**src/rtl/instr_fetch.sv**
```systemverilog
// Instruction fetch front end: one-outstanding memory requester feeding a 2-entry {pc, instr} buffer.
// Redirects flush the buffer and squash the in-flight response via a DISCARD state.

// Generic FIFO with synchronous flush; head is read combinationally.
// Latency: a pushed entry is visible at the head one cycle later.
// Backpressure: a push into a full FIFO is dropped unless a pop happens in the same cycle.
module if_fifo #(
  parameter int WIDTH = 32,
  parameter int DEPTH = 2
) (
  input  logic                       clk,
  input  logic                       rst_n,
  input  logic                       flush,
  input  logic                       push_vld,
  input  logic [WIDTH-1:0]           push_dat,
  input  logic                       pop_rdy,
  output logic [WIDTH-1:0]           head_dat,
  output logic [$clog2(DEPTH+1)-1:0] count
);
  localparam int AW = (DEPTH > 1) ? $clog2(DEPTH) : 1;
  localparam int CW = $clog2(DEPTH + 1);

  logic [WIDTH-1:0] mem [DEPTH];
  logic [AW-1:0]    wr_ptr, rd_ptr;
  logic             wr_en, rd_en;

  function automatic logic [AW-1:0] ptr_inc(input logic [AW-1:0] p);
    return (p == AW'(DEPTH - 1)) ? '0 : p + AW'(1);
  endfunction

  assign rd_en    = pop_rdy && (count != '0);
  assign wr_en    = push_vld && ((count != CW'(DEPTH)) || rd_en);
  assign head_dat = mem[rd_ptr];

  always_ff @(posedge clk or negedge rst_n) begin
    if (!rst_n) begin
      wr_ptr <= '0;
      rd_ptr <= '0;
      count  <= '0;
    end else if (flush) begin
      wr_ptr <= '0;
      rd_ptr <= '0;
      count  <= '0;
    end else begin
      if (wr_en) wr_ptr <= ptr_inc(wr_ptr);
      if (rd_en) rd_ptr <= ptr_inc(rd_ptr);
      count <= count + CW'(wr_en) - CW'(rd_en);
    end
  end

  always_ff @(posedge clk) begin
    if (wr_en) mem[wr_ptr] <= push_dat;
  end
endmodule

// Fetches sequential instruction words and presents them with their PC to the decoder.
// Latency: request in cycle n, data in n+1, command_valid in n+2 with a zero-wait memory.
// Backpressure: fetching stalls once two words are buffered and command_ready stays low.
module instr_fetch #(
  parameter logic [15:0] RESET_VECTOR = 16'h0000
) (
  input  logic        clk,
  input  logic        rst_n,
  output logic        imem_req,
  output logic [15:0] imem_addr,
  input  logic        imem_ack,
  input  logic        imem_rvalid,
  input  logic [15:0] imem_rdata,
  output logic [15:0] command,
  output logic [15:0] pc_out,
  output logic        command_valid,
  input  logic        command_ready,
  input  logic        jump,
  input  logic [15:0] jump_addr
);
  typedef enum logic {RUN, DISCARD} state_t;

  state_t      state, state_nxt;
  logic [15:0] fpc, req_pc;
  logic        out;
  logic [1:0]  count;
  logic [31:0] head_dat;
  logic        xfer, take, push, pop;

  assign xfer = imem_req && imem_ack;
  assign take = out && imem_rvalid;
  assign push = take && (state == RUN) && !jump;
  assign pop  = command_valid && command_ready && !jump;

  if_fifo #(.WIDTH(32), .DEPTH(2)) u_fifo (
    .clk      (clk),
    .rst_n    (rst_n),
    .flush    (jump),
    .push_vld (push),
    .push_dat ({req_pc, imem_rdata}),
    .pop_rdy  (pop),
    .head_dat (head_dat),
    .count    (count)
  );

  assign command_valid = (count != 2'd0);
  assign command       = command_valid ? head_dat[15:0]  : 16'h0000;
  assign pc_out        = command_valid ? head_dat[31:16] : 16'h0000;
  assign imem_addr     = fpc;

  always_ff @(posedge clk or negedge rst_n) begin
    if (!rst_n) state <= RUN;
    else        state <= state_nxt;
  end

  // A redirect with a response still owed must swallow that response before refetching.
  always_comb begin
    state_nxt = state;
    case (state)
      RUN:     if (jump && out && !imem_rvalid) state_nxt = DISCARD;
      DISCARD: if (take) state_nxt = RUN;
      default: state_nxt = RUN;
    endcase
  end

  always_comb begin
    imem_req = rst_n && (state == RUN) && !out && (count < 2'd2) && !jump;
  end

  always_ff @(posedge clk or negedge rst_n) begin
    if (!rst_n) begin
      fpc    <= RESET_VECTOR;
      out    <= 1'b0;
      req_pc <= 16'h0000;
    end else begin
      if (jump)      fpc <= jump_addr;
      else if (xfer) fpc <= fpc + 16'd1;
      if (xfer) begin
        out    <= 1'b1;
        req_pc <= fpc;
      end else if (take) begin
        out <= 1'b0;
      end
    end
  end
endmodule

```
**config.mk**
```make
export PLATFORM = sky130hd
export DESIGN_NAME = instr_fetch
export DESIGN_NICKNAME = d
export VERILOG_FILES = /design/src/rtl/instr_fetch.sv
export SDC_FILE = /design/constraint.sdc
export NUM_CORES = 1
export LEC_CHECK = 0
export ABC_AREA = 1
export ABC_CLOCK_PERIOD_IN_PS = 3300
export CORE_ASPECT_RATIO = 0.7
export CORE_UTILIZATION = 36
export CTS_CLUSTER_SIZE = 24
export DETAILED_ROUTE_END_ITERATION = 8
export GPL_ROUTABILITY_DRIVEN = 0
export GPL_TIMING_DRIVEN = 0
export PLACE_DENSITY = 0.7
export SLEW_MARGIN = 0
export SYNTH_ARGS = -nofsm -noshare
export SYNTH_HDL_FRONTEND = slang
export SYNTH_SLANG_ARGS = --single-unit
```
**constraint.sdc**
```tcl
create_clock -name clk -period 3.3 [get_ports clk]
set_input_delay 0.33 -clock clk [delete_from_list [all_inputs] [get_ports clk]]
set_output_delay 0.33 -clock clk [all_outputs]
set_load 0.05 [all_outputs]
```
# Word level (Yosys, flattened, before mapping)
# Memory sizes are Yosys's and may differ from the RTL's.
# Cells that the tools add are included.
word_totals:
  register_bits: 38
  ramBits: 64
  memories: 1
  rom_bits: 0
  elab_cells: 57
  out_inout_bits: 50
  latchBits: 0
classes:
  order_cmp: 1
  bitwise: 1
  n_mul: 0
  div: 0
  shift: 0
  n_mux: 18
  eq_ne: 1
  n_reduce_logical: 23
  n_addsub: 5
mem_list:
  columns: ["memory", "words", "width", "read_ports", "rd_clocked_by_memory_dff", "wr", "line", "source"]
  rows:
  - ["u_fifo.mem", 2, 32, 1, 0, 1, "23", "logic [WIDTH-1:0] mem [DEPTH];"]
ops:
  columns: ["operator", "count"]
  rows:
  - ["16-bit 2-to-1 mux", 4]
  - ["16-bit by 1-bit adder with 16-bit output, second input constant", 1]
  - ["1-bit logical AND", 14]
  - ["1-bit 2-to-1 mux", 12]
  - ["2-bit nonzero test", 5]
  - ["1-bit logical NOT", 3]
  - ["1-bit adder, second input constant", 2]
  - ["2-bit by 1-bit adder with 2-bit output", 1]
  - ["2-bit less-than comparator, second input constant", 1]
  - ["2-bit 2-to-1 mux", 1]
  - ["2-bit != test, second input constant", 1]
  - ["1-bit case mux with 2 select lines", 1]
  - ["2-bit by 1-bit subtractor with 2-bit output", 1]
  - ["1-bit logical OR", 1]
  - ["1-bit inverter", 1]

# Depth between registers and ports, before layout
depth:
  depth_word: 9
  ltp_mapped: 8
  ltp_nobuf: 7

# By module
# From an unflattened synthesis, not the netlist that was laid out.
unflattened:
  cells_unflattened: 523
  area_unflattened_um2: 4743.3
modules_own_cells:
  columns: ["mod", "cells_each", "instances", "area_each_um2"]
  rows:
  - ["if_fifo", 201, 1, 2651.3]
  - ["instr_fetch", 322, 1, 2092.0]

# Least setup slack after synthesis
# No wires, ideal clock.
synth_timing:
  path_type: "input to register"
  from: "input command_ready"
  to: "memory u_fifo.mem[1][0] (enable)"
  slack_ps: 869
  setup_ps: 421
  path_stages: 4
  t_arrival_ps: 2010
  required_time_ps: 2879
  path_cell_list: "inv_1 > o211ai_1 > nand3_1 > nor2_1"
synth_between:
  elab_chain_cells: 7
synth_rtl:
  columns: ["element", "line", "source"]
  rows:
  - ["from (decl)", "72", "input logic command_ready,"]
  - ["1-bit logical AND (2 in series)", "88", "assign pop = command_valid && command_ready && !jump;"]
  - ["1-bit logical AND", "31", "assign rd_en = pop_rdy && (count != '0);"]
  - ["1-bit logical OR", "32", "assign wr_en = push_vld && ((count != CW'(DEPTH)) || rd_en);"]
  - ["1-bit logical AND", "32", null]
  - ["1-bit 2-to-1 mux", "52", "if (wr_en) mem[wr_ptr] <= push_dat;"]
  - ["1-bit 2-to-1 mux (not written as such)", "52", null]
  - ["to (decl)", "23", null]
# No other way between the ends.

# Final worst setup path
layout_timing:
  from: "register u_fifo.rd_ptr"
  to: "output pc_out[4]"
layout_between:
  elab_chain_cells: 2
layout_rtl:
  columns: ["element", "line", "source"]
  rows:
  - ["from (decl)", "24", "logic [AW-1:0] wr_ptr, rd_ptr;"]
  - ["from (signal assigned)", "46", "if (rd_en) rd_ptr <= ptr_inc(rd_ptr);"]
  - ["memory read 2 x 32 bit", null, null]
  - ["16-bit 2-to-1 mux", "103", "assign pc_out = command_valid ? head_dat[31:16] : 16'h0000;"]
  - ["to (decl)", "70", "output logic [15:0] pc_out,"]
# No other way between the ends.

==> out/results.txt <==
top_reg_cell synth - edfxtp_1
Final Non-Filler Cells - 710
Initial Util - 37.3%
Finished Core Util - 49.0%
H-Tree Depth - 3
buffers inserted during post-CTS setup optimization - 0
MaxCap Viol Count - 0
vias in the first global route - 3,409
Data required, critical path - 2.97 ns
critical setup path kind - flop to output port
most common cell in the netlist - nand2_1
Final Cycle Share - 88.9%
root buffer cell - clkbuf_16
DR DRC count - 0
Tmin final - 2.93 ns
switching fraction of total power - 30.8%
clk sink count - 102
Final Skew - 0.00731 ns
Crit. End Element - output port
post-synthesis cell type count - 25
initial antenna violation count - 0
Vias - 3,425
Fmax achieved - 341 MHz
fin. max-slew vios - 0
Num CTS Buffers - 9
clk_lat worst skew - 0.34 ns
num ports - 88
Cells after Synth - 449
VDD IR-drop max - 0.274 mV
synthesized area - 0.00441 mm²
detailed-route wire length - 10.0 mm
Syn Nets - 490
I/O Buffers - 87
share of power burned in registers - 49.2%
Die X-Extent - 134 µm
core area - 0.0118 mm²
Post-CTS Hold Buffers - 0
first-pass GRT wire length - 16.8 mm
CTS clk-pin slew, worst paths - 0.06 ns
row count - 33
CTS tree - built
Leakage - 2.38 nW
die area - 0.0127 mm²
Synth top cells by count - nand2_1 (160), edfxtp_1 (64), dfrtp_1 (38)
Seq. cell area - 0.00287 mm²
Worst Setup Start Kind - flop
Post-synth EDFFs - 64
Layout Nets - 589
FFs w/ async S/R, synth - 37.3%
status - finished clean
CP max FO - 10
Initial DRT Pass Iterations - 4
placed cell area - 0.00548 mm²
Psw - 1.08 mW
cell count after placement - 693
Tot GR Track Use - 17.4%
P_int - 2.41 mW
Hold Path Class - input port to asynchronous set/reset pin
ANT cells - 0
Synth area leader - edfxtp_1
fill count - 1,098
worst-margin pin slew - 0.927 ns
drt first-iter violations - 298
#FFs+latches synth - 102
Synth area leaders - edfxtp_1 (44%), dfrtp_1 (22%), nand2_1 (14%)
Yosys warnings - 0
WL per Instance - 14.1 µm
post-cts resize count - 0
vias per inst - 4.82
design area - 0.00579 mm²
Overflow after GRT - 0
Arr. time, crit path - 2.60 ns
Worst slew margin - 38.1%
Die H - 94.6 µm
Final Hold Fails - 0
area of the multi-input gates - 0.00131 mm²
Synth Area per Inst - 9.81 µm²
PwrDens - 602 mW/mm²
top-area cell type share of the netlist area - 43.6%
Clock Power Share - 29.2%
largest net degree at the start of global routing - 41
post-DP HPWL - 7.05 mm
Final ANT Viol Nets - 0
RSZ-0062 raised after global routing - no
sequential area share after synthesis - 65.2%
Area growth syn-to-layout - 31.4%
final setup fails - 0
layout cells sized above 1 - 5.06%
CTS max path bufs - 2
Gate power share - 21.6%
## logic make-up (layout without fill, tap and decap cells)
kind of cell,count (synthesis),in the layout,synth area share [%]
compound gates,56,56,6.53
xor+xnor,4,4,0.795
fa+ha+maj,3,3,0.852
buf+inv,56,160,5.20
flops,102,102,65.2
simple gates,228,228,21.4
## sequential cells by signal (all words and copies together), names as in the netlist
signal,cells
u_fifo.mem,64
imem_addr,16
req_pc,16
u_fifo.count,2
out,1
state,1
u_fifo.rd_ptr,1
u_fifo.wr_ptr,1
## power groups by stage
stage / Sequential [mW] / Clock (mW) / Combinational [mW]
after floorplan: 1.78 / 0 / 0.393
after global placement: 1.72 / 0 / 0.730
after detailed placement: 1.74 / 0 / 0.749
after CTS: 1.72 / 1.04 / 0.754
after global routing: 1.74 / 1.10 / 0.826
final: 1.72 / 1.02 / 0.753
## per-stage QoR
stage	setup TNS (ns)	hold slack, ns	setup WS, ns	total power [mW]
global placement	-16.04	0.456	-0.495	2.45
detailed placement	0	0.467	0.352	2.49
floorplan	0	0.0344	0.869	2.17
global route	0	0.189	0.175	3.66
finish	0	0.123	0.367	3.49
CTS	0	0.143	0.379	3.51
## routing by layer
| layer | up-vias | track usage (%) | wire length, µm |
|---|---|---|---|
| met4 | 0 | 5.71 | 127 |
| met1 | 1580 | 24.7 | 4840 |
| met2 | 148 | 26.3 | 4310 |
| met5 | - | 0 | 0 |
| met3 | 13 | 3.92 | 753 |
| li1 | 1684 | - | - |
## layout make-up
type	count	share of cell area [%]
multi-input combinational	291	22.6
tap	157	3.39
buffer	19	1.56
sequential	102	49.6
clock buffer	12	4.08
timing repair buffer	88	15.4
inverter	37	2.40
clock inverter	4	0.864
## worst max-delay path: stages (launching register included)
cell	delay (ns)
dfrtp_1	0.37
clkbuf_1	0.18
inv_1	0.21
clkbuf_1	0.40
nand2_1	0.09
a21oi_1	0.14
clkdlybuf4s50_1	0.86
## worst paths after layout
| path | start | to | slack, ns | cells after the start |
|---|---|---|---|---|
| setup reg to reg | state | u_fifo.mem[0][22] | 1.33 | 6 |
| hold reg to reg | req_pc[8] | u_fifo.mem[0][24] | 0.48 | 0 |
| hold / removal | rst_n | imem_addr[10] | 0.12 | 1 |
| max in group asynchronous | rst_n | req_pc[7] | 2.60 | 1 |
| min in group clk | req_pc[8] | u_fifo.mem[0][24] | 0.48 | 0 |
| setup / recovery | u_fifo.rd_ptr | pc_out[4] | 0.37 | 6 |
## cells in the final DEF (no fill, tap or decap), drive strengths merged, types with 4 or more instances in the layout
cell type,n
inv,37
nand2,160
nor2,22
clkbuf,22
nand4,5
xor2,4
nor3,4
clkdlybuf4s50,86
o21ai,17
a21oi,36
nand3,36
dfrtp,38
buf,11
edfxtp,64
No activity file was read; power rests on OpenSTA's default activity.
==> variant: new RTL, same settings <==
Make the reset (`rst_n`) synchronous in 3 clocked blocks.
--- a/src/rtl/instr_fetch.sv
+++ b/src/rtl/instr_fetch.sv
@@ -32,7 +32,7 @@
   assign wr_en    = push_vld && ((count != CW'(DEPTH)) || rd_en);
   assign head_dat = mem[rd_ptr];
 
-  always_ff @(posedge clk or negedge rst_n) begin
+  always_ff @(posedge clk) begin
     if (!rst_n) begin
       wr_ptr <= '0;
       rd_ptr <= '0;
@@ -103,7 +103,7 @@
   assign pc_out        = command_valid ? head_dat[31:16] : 16'h0000;
   assign imem_addr     = fpc;
 
-  always_ff @(posedge clk or negedge rst_n) begin
+  always_ff @(posedge clk) begin
     if (!rst_n) state <= RUN;
     else        state <= state_nxt;
   end
@@ -122,7 +122,7 @@
     imem_req = rst_n && (state == RUN) && !out && (count < 2'd2) && !jump;
   end
 
-  always_ff @(posedge clk or negedge rst_n) begin
+  always_ff @(posedge clk) begin
     if (!rst_n) begin
       fpc    <= RESET_VECTOR;
       out    <= 1'b0;
Behaviour: differs if rst_n is asserted again (counterexample within 4 cycles, from zero or initial values and one cycle with rst_n low); with rst_n held inactive, the same outputs for 10 cycles.
==> variant against the original RTL <==
Setup slack better by 0.12 ns. Largest cell class unchanged. Sequential cell count up 1. Register-to-register slack worse by 0.43 ns. Cell count up 0.42%. Non-clock buffer count down 2. Clock skew down 0.0030 ns. Fmax up 4.2%. Final area down 1.7%. Core utilization down 0.48 points. Synthesized area down 1.7%. Wire length up 5.0%.
Power is not compared: it rests on default switching activity, and its combinational part moved more than twofold at a synthesized area within 25%.
==> variant: results (changes against the original RTL) <==
* Clock-cell share of area at 5.275% (+0.33 points)
* Max_slew headroom at 37.40% (-0.68 points)
* Status: complete, no violations
* R2r worst-path depth at 4 (-2)
* Share of post-route cells with drive strength above 1 at 7.194% (+2.1 points)
* Met3 Use GR at 5.609% (+1.7 points)
* Synth async-reset ratio at 0% (-37 points)
* Syn Nets at 494 (+0.82%)
* Synth Area in Adders at 0.2889% (-0.56 points)
* Starting DRT DRC Count at 274 (-8.1%)
* Multi-input logic area at 1406 sq um (+7.3%)
* Number of synthesized flops with an enable pin at 64 (unchanged)
* Seq cells post-synth at 103 (+0.98%)
* Worst Skew at 0.004339 ns (-0.002969 ns)
* Max FFs per register at 64 (unchanged)
* Worst Path Max Fanout at 10 (unchanged)
* Layout net count at 590 (+0.17%)
* Slowest CP cell: clkdlybuf4s50_1
* Tot GR Track Use at 17.63% (+0.24 points)
* GRT met1 Usage at 24.31% (-0.43 points)
* DP HPWL at 7.336 mm (+4.1%)
* Post-synthesis cell type count at 31 (+24%)
* # fillers at 1,081 (-1.5%)
* DRT Pass-1 Iters at 5 (+1)
* XOR/XNOR Fraction of Synth Area at 0.2023% (-0.59 points)
* Synth Area in Compound Gates at 11.59% (+5.1 points)
* Sequential share of the synthesized area at 62.41% (-2.8 points)
* First-pass GRT wire length at 16.71 mm (-0.74%)
* # clk buffers at 12 (unchanged)
* Worst EP arrival at 2.49 ns (-0.11 ns)
* Largest cells by area after synthesis: edfxtp_1, dfxtp_1, nand2_1
* Top post-synthesis cells by count: nand2_1, edfxtp_1, a21oi_1, nor2_1, dfxtp_1
* Logic inverters at 38 (+2.7%)
* Multi-input comb cells at 294 (+1.0%)
* FF/Latch Area at 2703 sq um (-5.9%)
* Met2 wire len at 4.499 mm (+4.4%)
* Mean routed wirelength per cell at 14.77 um (+4.5%)
* Critical R2R Capture: u_fifo.mem[1][12]
* Via count at 3,542 (+3.4%)
* Reg-to-reg slack, setup at 0.90 ns (-0.43 ns)
* Top Layer Used: met4
* Hold Crit Class: primary input to register
* Pin count of the biggest net entering global routing at 33 (-20%)
* Hold slack at 0.3574 ns (+0.2340 ns)
* Metal3 WL at 858 um (+14%)
* GR Layer Usage met2 at 26.44% (+0.10 points)
* Signal buffers at 105 (-1.9%)
* R2R Path Start: out
* Largest Register: u_fifo.mem
* Port Buffer Count at 85 (-2.3%)
* Synthesis Warnings at 0 (unchanged)
* Vias in the first global route at 3,317 (-2.7%)
* Metal-1 WL at 5.072 mm (+4.8%)
* Area share of buffers outside the clock network at 16.59% (-0.39 points)
[variant: power breakdown]
group,internal [W],switching (W),total (W)
logic,0.0000950,0.000142,0.000237
registers,0.00139,0.0000324,0.00143
clock network,0.000612,0.000454,0.00107
[variant: per-stage QoR]
step	area, sq um	power (W)	cells	setup slack, ns	util [%]
3_3_place_gp	5378	0.001679	697	-0.6527	45.86
6_report	5693	0.002728	713	0.4838	48.55
2_1_floorplan	4330	0.001578	455	0.5792	-
5_1_grt	5693	0.002810	713	0.2807	48.55
3_5_place_dp	5393	0.001686	697	0.5588	45.99
4_1_cts	5693	0.002734	713	0.4462	48.55
[variant: worst max-delay path by stage]
stage / end / depth (start not counted)
floorplan: u_fifo.mem[0][0] / 4
finish: pc_out[0] / 6
detailed placement: u_fifo.mem[0][16] / 5
CTS: pc_out[0] / 6
global placement: u_fifo.mem[0][1] / 5
global route: pc_out[0] / 6
